**src/rtl/stopwatch_pkg.sv**
```systemverilog
// Shared stopwatch definitions: BCD digit limits, default prescale and BCD helpers.
// Also consumed by the 7-segment display driver.
package stopwatch_pkg;

  localparam int unsigned BCD_W            = 4;
  localparam int unsigned TICK_DIV_DEFAULT = 100_000_000;

  typedef logic [BCD_W-1:0] bcd_t;

  localparam bcd_t SEC_ONES_MAX = 4'd9;
  localparam bcd_t SEC_TENS_MAX = 4'd5;
  localparam bcd_t MIN_ONES_MAX = 4'd9;
  localparam bcd_t MIN_TENS_MAX = 4'd5;

  // Next value of a digit on advance; anything at or above max folds back to zero.
  function automatic bcd_t bcd_next(input bcd_t q, input bcd_t max);
    bcd_t nxt;
    if (q >= max) begin
      nxt = 4'd0;
    end else begin
      nxt = q + 4'd1;
    end
    return nxt;
  endfunction

endpackage

```
**src/rtl/stopwatch_counter_bcd_digit.sv**
```systemverilog
// One BCD digit of the stopwatch carry chain, counting 0..MAX.
// Advances only while inc is high; carry_out flags the reload back to zero.
module bcd_digit
  import stopwatch_pkg::*;
#(
  parameter bcd_t MAX = 4'd9
) (
  input  logic       clk,
  input  logic       reset,
  input  logic       clr,
  input  logic       inc,
  output logic [3:0] q,
  output logic       carry_out
);

  logic [3:0] q_r;

  // Digit register: reset and clear take priority over an advance.
  always_ff @(posedge clk) begin
    if (reset) begin
      q_r <= 4'd0;
    end else if (clr) begin
      q_r <= 4'd0;
    end else if (inc) begin
      q_r <= bcd_next(q_r, MAX);
    end else begin
      q_r <= q_r;
    end
  end

  assign q         = q_r;
  assign carry_out = inc & (q_r == MAX);

endmodule

```
**src/rtl/stopwatch_counter.sv**
```systemverilog
// Stopwatch timekeeping datapath: prescaler to a 1 s tick feeding an MM:SS BCD chain.
// All outputs come straight from registers.
module stopwatch_counter
  import stopwatch_pkg::*;
#(
  parameter int unsigned TICK_DIV = TICK_DIV_DEFAULT,
  parameter int unsigned PRE_W    = 27
) (
  input  logic        clk,
  input  logic        reset,
  input  logic        init_regs,
  input  logic        count_enabled,
  output logic [15:0] time_reading,
  output logic        sec_tick,
  output logic        wrapped
);

  localparam logic [PRE_W-1:0] PRE_LAST = PRE_W'(TICK_DIV - 1);

  logic [PRE_W-1:0] pre_r;
  logic             tick_s;
  logic             sec_tick_r;
  logic             wrapped_r;
  logic [3:0]       sec_ones_s, sec_tens_s, min_ones_s, min_tens_s;
  logic             c_sec_ones_s, c_sec_tens_s, c_min_ones_s, c_min_tens_s;

  // Second tick: last prescaler cycle while counting and not being cleared.
  always_comb begin
    tick_s = 1'b0;
    if (count_enabled && !init_regs && (pre_r == PRE_LAST)) begin
      tick_s = 1'b1;
    end else begin
      tick_s = 1'b0;
    end
  end

  // Prescaler: holds its partial second while paused.
  always_ff @(posedge clk) begin
    if (reset) begin
      pre_r <= '0;
    end else if (init_regs) begin
      pre_r <= '0;
    end else if (count_enabled) begin
      if (pre_r == PRE_LAST) begin
        pre_r <= '0;
      end else begin
        pre_r <= pre_r + PRE_W'(1'b1);
      end
    end else begin
      pre_r <= pre_r;
    end
  end

  // Status flags: one-cycle tick pulse and sticky wrap from the top digit's carry.
  always_ff @(posedge clk) begin
    if (reset) begin
      sec_tick_r <= 1'b0;
      wrapped_r  <= 1'b0;
    end else if (init_regs) begin
      sec_tick_r <= 1'b0;
      wrapped_r  <= 1'b0;
    end else begin
      sec_tick_r <= tick_s;
      wrapped_r  <= wrapped_r | c_min_tens_s;
    end
  end

  bcd_digit #(.MAX(SEC_ONES_MAX)) u_sec_ones (
    .clk(clk), .reset(reset), .clr(init_regs), .inc(tick_s),
    .q(sec_ones_s), .carry_out(c_sec_ones_s)
  );

  bcd_digit #(.MAX(SEC_TENS_MAX)) u_sec_tens (
    .clk(clk), .reset(reset), .clr(init_regs), .inc(c_sec_ones_s),
    .q(sec_tens_s), .carry_out(c_sec_tens_s)
  );

  bcd_digit #(.MAX(MIN_ONES_MAX)) u_min_ones (
    .clk(clk), .reset(reset), .clr(init_regs), .inc(c_sec_tens_s),
    .q(min_ones_s), .carry_out(c_min_ones_s)
  );

  bcd_digit #(.MAX(MIN_TENS_MAX)) u_min_tens (
    .clk(clk), .reset(reset), .clr(init_regs), .inc(c_min_ones_s),
    .q(min_tens_s), .carry_out(c_min_tens_s)
  );

  assign time_reading = {min_tens_s, min_ones_s, sec_tens_s, sec_ones_s};
  assign sec_tick     = sec_tick_r;
  assign wrapped      = wrapped_r;

endmodule

```
**config.mk**
```make
export PLATFORM = sky130hd
export DESIGN_NAME = stopwatch_counter
export DESIGN_NICKNAME = d
export VERILOG_FILES = /design/src/rtl/stopwatch_pkg.sv /design/src/rtl/stopwatch_counter_bcd_digit.sv /design/src/rtl/stopwatch_counter.sv
export SDC_FILE = /design/constraint.sdc
export NUM_CORES = 1
export LEC_CHECK = 0
export CORE_MARGIN = 1.5
export CORE_UTILIZATION = 50
export DETAILED_ROUTE_END_ITERATION = 12
export HOLD_SLACK_MARGIN = 0.1
export PLACE_DENSITY = 0.8
export RECOVER_POWER = 25
export SLEW_MARGIN = 0
export SYNTH_ARGS = -nofsm -noshare
export SYNTH_HDL_FRONTEND = slang
export SYNTH_SLANG_ARGS = --single-unit
```
**constraint.sdc**
```tcl
create_clock -name clk -period 1.9 [get_ports clk]
set_clock_uncertainty 0.2 [all_clocks]
set_input_delay 0.285 -clock clk [delete_from_list [all_inputs] [get_ports clk]]
set_output_delay 0.285 -clock clk [all_outputs]
set_load 0.01 [all_outputs]
```
Yosys cells after proc, flatten, opt, wreduce, memory -nomap -nowiden. Cells that the tools add are included.

Bits in registers: 45. Output and inout bits: 18. Word-level logic and storage cells: 36.

$add $sub $neg: 5. Magnitude comparators: 4. Equality and inequality tests: 5. Multiplexer cells: 6. Bitwise gates (word level): 5. Reduce and logical (&&, ||, !) cells: 4.

Operators by type and width (number): adder 27 x 1 -> 27 bit, second input constant (1); equality test 27 bit, second input constant (1); 2-to-1 mux 27 bit (1); adder 4 x 1 -> 4 bit, second input constant (4); 2-to-1 mux 4 bit (4); equality test 4 x 3 -> 1 bit, second input constant (2); equality test 4 bit, second input constant (2); >= comparator 4 x 3 -> 1 bit, second input constant (2); >= comparator 4 bit, second input constant (2); AND 1 bit (4); logical AND 1 bit (2); OR reduction 2 bit (1); logical NOT 1 bit (1); 2-to-1 mux 1 bit (1); OR 1 bit (1).

Logic depth before layout (Yosys ltp).
Depth in word-level cells: 9. Gate-level depth with buffers: 8.

Hierarchy. Synthesis repeated with hierarchy kept, for this count alone.

Cell total of the unflattened synthesis: 260. Area, all modules: 2396.0 µm².

Modules (own cells, without submodules): stopwatch_counter (instances 1, cells an instance 160, area an instance 1462.7 µm²); bcd_digit (u_min_tens ...) (instances 2, cells an instance 26, area an instance 249.0 µm²); bcd_digit (u_min_ones ...) (instances 2, cells an instance 24, area an instance 217.7 µm²).

Worst setup path after synthesis. Ideal clock, no wire load.

Path kind: flip-flop to flip-flop. Start: register u_sec_ones.q_r[0] (netlist: u_sec_ones.q[0]). End: register u_min_tens.q_r[3] (netlist: u_min_tens.q[3]). Library setup time: 0.086 ns. Arrival: 1.909 ns. Required time: 1.614 ns. Setup slack: -0.295 ns. Cell stages (with the launch flop): 7. Buffers on the path: 1. Cells stage by stage: dfxtp_1 > ha_1 > nor4bb_1 > buf_2 > nand3_1 > or4_1 > a211oi_1.

Cells in the longest elaborated chain, start to end: 4.

Ends and longest elaborated chain: from (decl) (RTL line stopwatch_counter_bcd_digit.sv:16) `logic [3:0] q_r;`; from (signal assigned) (RTL line stopwatch_counter_bcd_digit.sv:25) `q_r <= bcd_next(q_r, MAX);`; from (signal assigned) (RTL line stopwatch_counter_bcd_digit.sv:27) `q_r <= q_r;`; equality test 4 bit (RTL line stopwatch_counter_bcd_digit.sv:32) `assign carry_out = inc & (q_r == MAX);`; AND 1 bit (3 in series) (RTL line stopwatch_counter_bcd_digit.sv:32); to (signal assigned) (RTL line stopwatch_counter_bcd_digit.sv:25); to (signal assigned) (RTL line stopwatch_counter_bcd_digit.sv:27); to (decl) (RTL line stopwatch_counter_bcd_digit.sv:16).

Every way passes these cells. A chain may end at the register's enable or synchronous reset.

Final worst setup path.
Start: register pre_r[10]. End: register u_min_tens.q_r[3] (netlist: u_min_tens.q[3]).

Cells in the longest elaborated chain, start to end: 6.

Ends and longest elaborated chain: from (decl) (RTL line stopwatch_counter.sv:20) `logic [PRE_W-1:0] pre_r;`; from (signal assigned) (RTL line stopwatch_counter.sv:47) `pre_r <= pre_r + PRE_W'(1'b1);`; from (signal assigned) (RTL line stopwatch_counter.sv:50) `pre_r <= pre_r;`; equality test 27 bit (RTL line stopwatch_counter.sv:30) `if (count_enabled && !init_regs && (pre_r == PRE_LAST)) begin`; logical AND 1 bit (RTL line stopwatch_counter.sv:30); 2-to-1 mux 1 bit (RTL line stopwatch_counter.sv:30); AND 1 bit (3 in series) (RTL line stopwatch_counter_bcd_digit.sv:32).

Every way passes these cells.

==> results by group <==
Finish
  – Post-route cell area: 3860 sq um
  – Layout area overhead: 52.0%
  – Diodes inserted: 0
  – Finished Core Util: 0.801
  – Net count, final: 400
  – Ratio of cells with drive above 1 in the final layout: 0.367

Power
  – Worst vdd ir: 0.440 mV
  – Pleak: 1.38 nW
  – Pwr dens: 491 nW/um^2

Logic synthesis
  – Cell Area, Synth: 2540 sq um
  – Mapped Cells: 304
  – Mapped Avg Cell Area: 8.35 sq um
  – Number of synthesized flops with an enable pin: 0
  – Post-Synthesis Net Count: 321
  – Area share of xor/xnor cells in the synthesized design: 0.0379
  – Sequential area share after synthesis: 0.355
  – Multiplexer area fraction after synthesis: 0.00394
  – Compound-Gate Fraction of Synth Area: 0.175
  – Async set-reset flop share out of synthesis: 0
  – Synth Register Bits: 45
  – Yosys cell types: 47
  – Share of the synthesized area in the top cell type: 0.355
  – Yosys warning total: 0
  – Top FF cell, synth: dfxtp_1
  – Simple-Gate Fraction of Synth Area: 0.298
  – Main combinational cell family by area after synthesis: simple AND/OR/NAND/NOR gates
  – Adder-cell share of the synthesized area: 0.0641
  – Post-synth top area cell: dfxtp_1
  – Synth area leaders: dfxtp_1 35%, ha_1 6.4%, o31ai_1 5.0%, a21oi_1 4.9%, nand4_1 4.7%

Critical path
  – Crit-path cells: nor4b_4 -> nand4_1 -> buf_6 -> buf_12 -> nor4_2 -> a211oi_2
  – Worst path bufs/invs: 2
  – CP max FO: 6
  – WS Path Type: reg -> reg
  – CP arrival: 2190 ps
  – Crit-path leading delay family: simple AND/OR/NAND/NOR gates
  – R2R Path Start: pre_r[10]$_SDFFE_PP0P_
  – CP max stage delay: 370 ps
  – Slowest stage cell, crit path: dfxtp_1
  – Worst path required time: 1890 ps
  – Startpoint class of the critical path: flop
  – R2R depth: 6
  – Critical Path Sink Type: flop
  – R2R Path End: u_min_tens.q[3]$_SDFFE_PP0P_
  – Reg2reg setup slack: -300 ps

GRT
  – Largest net degree at the start of global routing: 15
  – First-pass GRT wire length: 12100 um
  – Vias in the first global route: 2647
  – Grt total ovfl: 0
  – Total track usage: 0.285
  – Initial antenna violation count: 0

Run
  – Max_cap viols: 0

STA
  – Max-slew headroom: 0.685
  – Period utilization: 1.16
  – Final setup vio count: 46
  – Hold Fails Final Rpt: 0
  – Final worst slack: -303 ps
  – Final Hold Slack: 303 ps
  – Setup_tns: -8190 ps
  – Least-Margin Pin Slew: 470 ps
  – Final Max Tran Viols: 0
  – RSZ-0062 raised after global routing: true
  – Final min period: 2200 ps
  – Fmax: 454 MHz

Clock tree
  – Cts bufs inserted: 5
  – CTS tree: yes
  – Hold-fix buffers at CTS: 0
  – Clock Latency Late Sink: 310 ps
  – Max clock buf depth: 2
  – Clock transition at path regs: 80 ps
  – Root Driver: clkbuf_8
  – H-tree depth: 2
  – Sink Count: 45

Drt
  – Routed wire per std cell: 21.0 um
  – Drt initial violations: 350
  – DRT Pass-1 Iters: 5
  – Via density: 6.56
  – Via count: 2958
  – Final ANT Viol Nets: 0
  – Post-Route WL: 9470 um
  – Residual DRC: 0

Floorplan
  – Initial core utilization: 0.527
  – Die ar.: 5510 sq um
  – Core Region: 4820 sq um
  – Row cnt: 25
  – Die X-Extent: 74.3 um
  – Die H: 74.3 um
  – Ports: 22

Place
  – Setup Slack @ Placement: -506 ps
  – Port Buffers: 21
  – Placer Congestion: 0.856
  – Hpwl dp: 4400 um
  – Area post-placement: 3220 sq um

Hold path
  – HP Start: pre_r[21]$_SDFFE_PP0P_
  – Hold Path End: pre_r[21]$_SDFFE_PP0P_
  – Worst hold path depth: 2
  – Class of the worst hold path: reg -> reg

Status
  – Status: finished, violations left
  – Failing checks: setup timing
==> worst max path at each step <==
stage / start / to / cells after the start
2_1_floorplan: pre_r[8]$_SDFFE_PP0P_ / pre_r[18]$_SDFFE_PP0P_ / 5
3_3_place_gp: count_enabled / pre_r[18]$_SDFFE_PP0P_ / 5
3_5_place_dp: count_enabled / pre_r[16]$_SDFFE_PP0P_ / 6
4_1_cts: pre_r[1]$_SDFFE_PP0P_ / u_min_tens.q[3]$_SDFFE_PP0P_ / 6
5_1_grt: pre_r[17]$_SDFFE_PP0P_ / u_min_tens.q[3]$_SDFFE_PP0P_ / 7
6_report: pre_r[10]$_SDFFE_PP0P_ / u_min_tens.q[3]$_SDFFE_PP0P_ / 6
==> cells by family (layout without fill, tap and decap cells) <==
| kind of cell | after synthesis | in the layout |
|---|---|---|
| buf+inv | 38 | 117 |
| mux | 1 | 1 |
| fa+ha+maj | 13 | 13 |
| xor+xnor | 11 | 11 |
| compound gates | 70 | 70 |
| simple gates | 126 | 127 |
| flops | 45 | 45 |
==> report_power, final <==
part	internal [mW]	total (mW)	switching, mW
clock network	0.523	0.870	0.348
logic	0.0379	0.0807	0.0428
registers	0.941	0.942	0.00141
total	1.50	1.89	0.392
==> placed cells by master (no fill, tap or decap), drive strengths merged, types with 2 or more instances in the layout <==
cell type / count
buf: 71
dfxtp: 45
a21oi: 26
nand4: 20
clkdlybuf4s50: 18
nand3: 18
o31ai: 17
nor2: 17
inv: 16
ha: 13
nand2: 12
or4: 11
o21ai: 10
and3: 7
xor2: 6
a211oi: 6
or3: 6
clkbuf: 6
and4: 6
nor4: 6
xnor2: 5
nor3: 5
and2: 4
and3b: 2
nor4b: 2
nand2b: 2
or3b: 2
a21boi: 2
a41oi: 2
a31oi: 2
or4b: 2
nand4b: 2
o22ai: 2
bufinv: 2
dlygate4sd3: 2
==> through the flow <==
stage,power [mW],std cells
finish,1.89,451
global route,1.93,451
CTS,1.88,449
detailed placement,1.01,429
global placement,1.01,429
floorplan,0.988,304
==> routing by layer <==
metal	global-route usage	part of all wire
met1	0.338	0.38
met2	0.496	0.50
met3	0.0610	0.069
met4	0.125	0.056
met5	0	0
==> state kept, by name, indices dropped and copies added (netlist names) <==
signal and count:
pre_r 27, u_min_ones.q 4, sec_tick 1, wrapped 1
u_min_tens.q 4, u_sec_tens.q 4, u_sec_ones.q 4
==> final cells by class <==
class | instances | area [sq um]
multi-input cells | 222 | 1810
fillers | 299 | 957
clock inverters | 3 | 65.1
flip-flops and latches | 45 | 917
inverters | 16 | 60.1
well taps | 67 | 83.8
repair buffers | 93 | 852
clock buffers | 5 | 68.8
==> synth_stat cells, types with 5 or more instances <==
cell / count
nand4_1: 19
a21oi_1: 25
ha_1: 13
or4_1: 11
a211oi_1: 6
nor2_1: 17
buf_2: 8
nand3_1: 18
o21ai_0: 9
and3_1: 7
o31ai_1: 17
nand2_1: 12
dfxtp_1: 45
or3_1: 5
xnor2_1: 5
nor3_1: 5
nor4_1: 6
inv_1: 16
clkbuf_1: 10
and4_1: 5
xor2_1: 6
==> worst min-delay path, delay by kind of cell, from the launching register on <==
kind	cells	cell delay, ps
AOI/OAI and AO/OA	2	130
DFF	1	340
==> timing repair <==
item,CTS,global route
cloned,3,1
endpoints found under the setup margin,34,45
setup buffers,9,4
pin swaps,10,21
gates resized for setup,27,44
(Power assumes the default switching activity.)
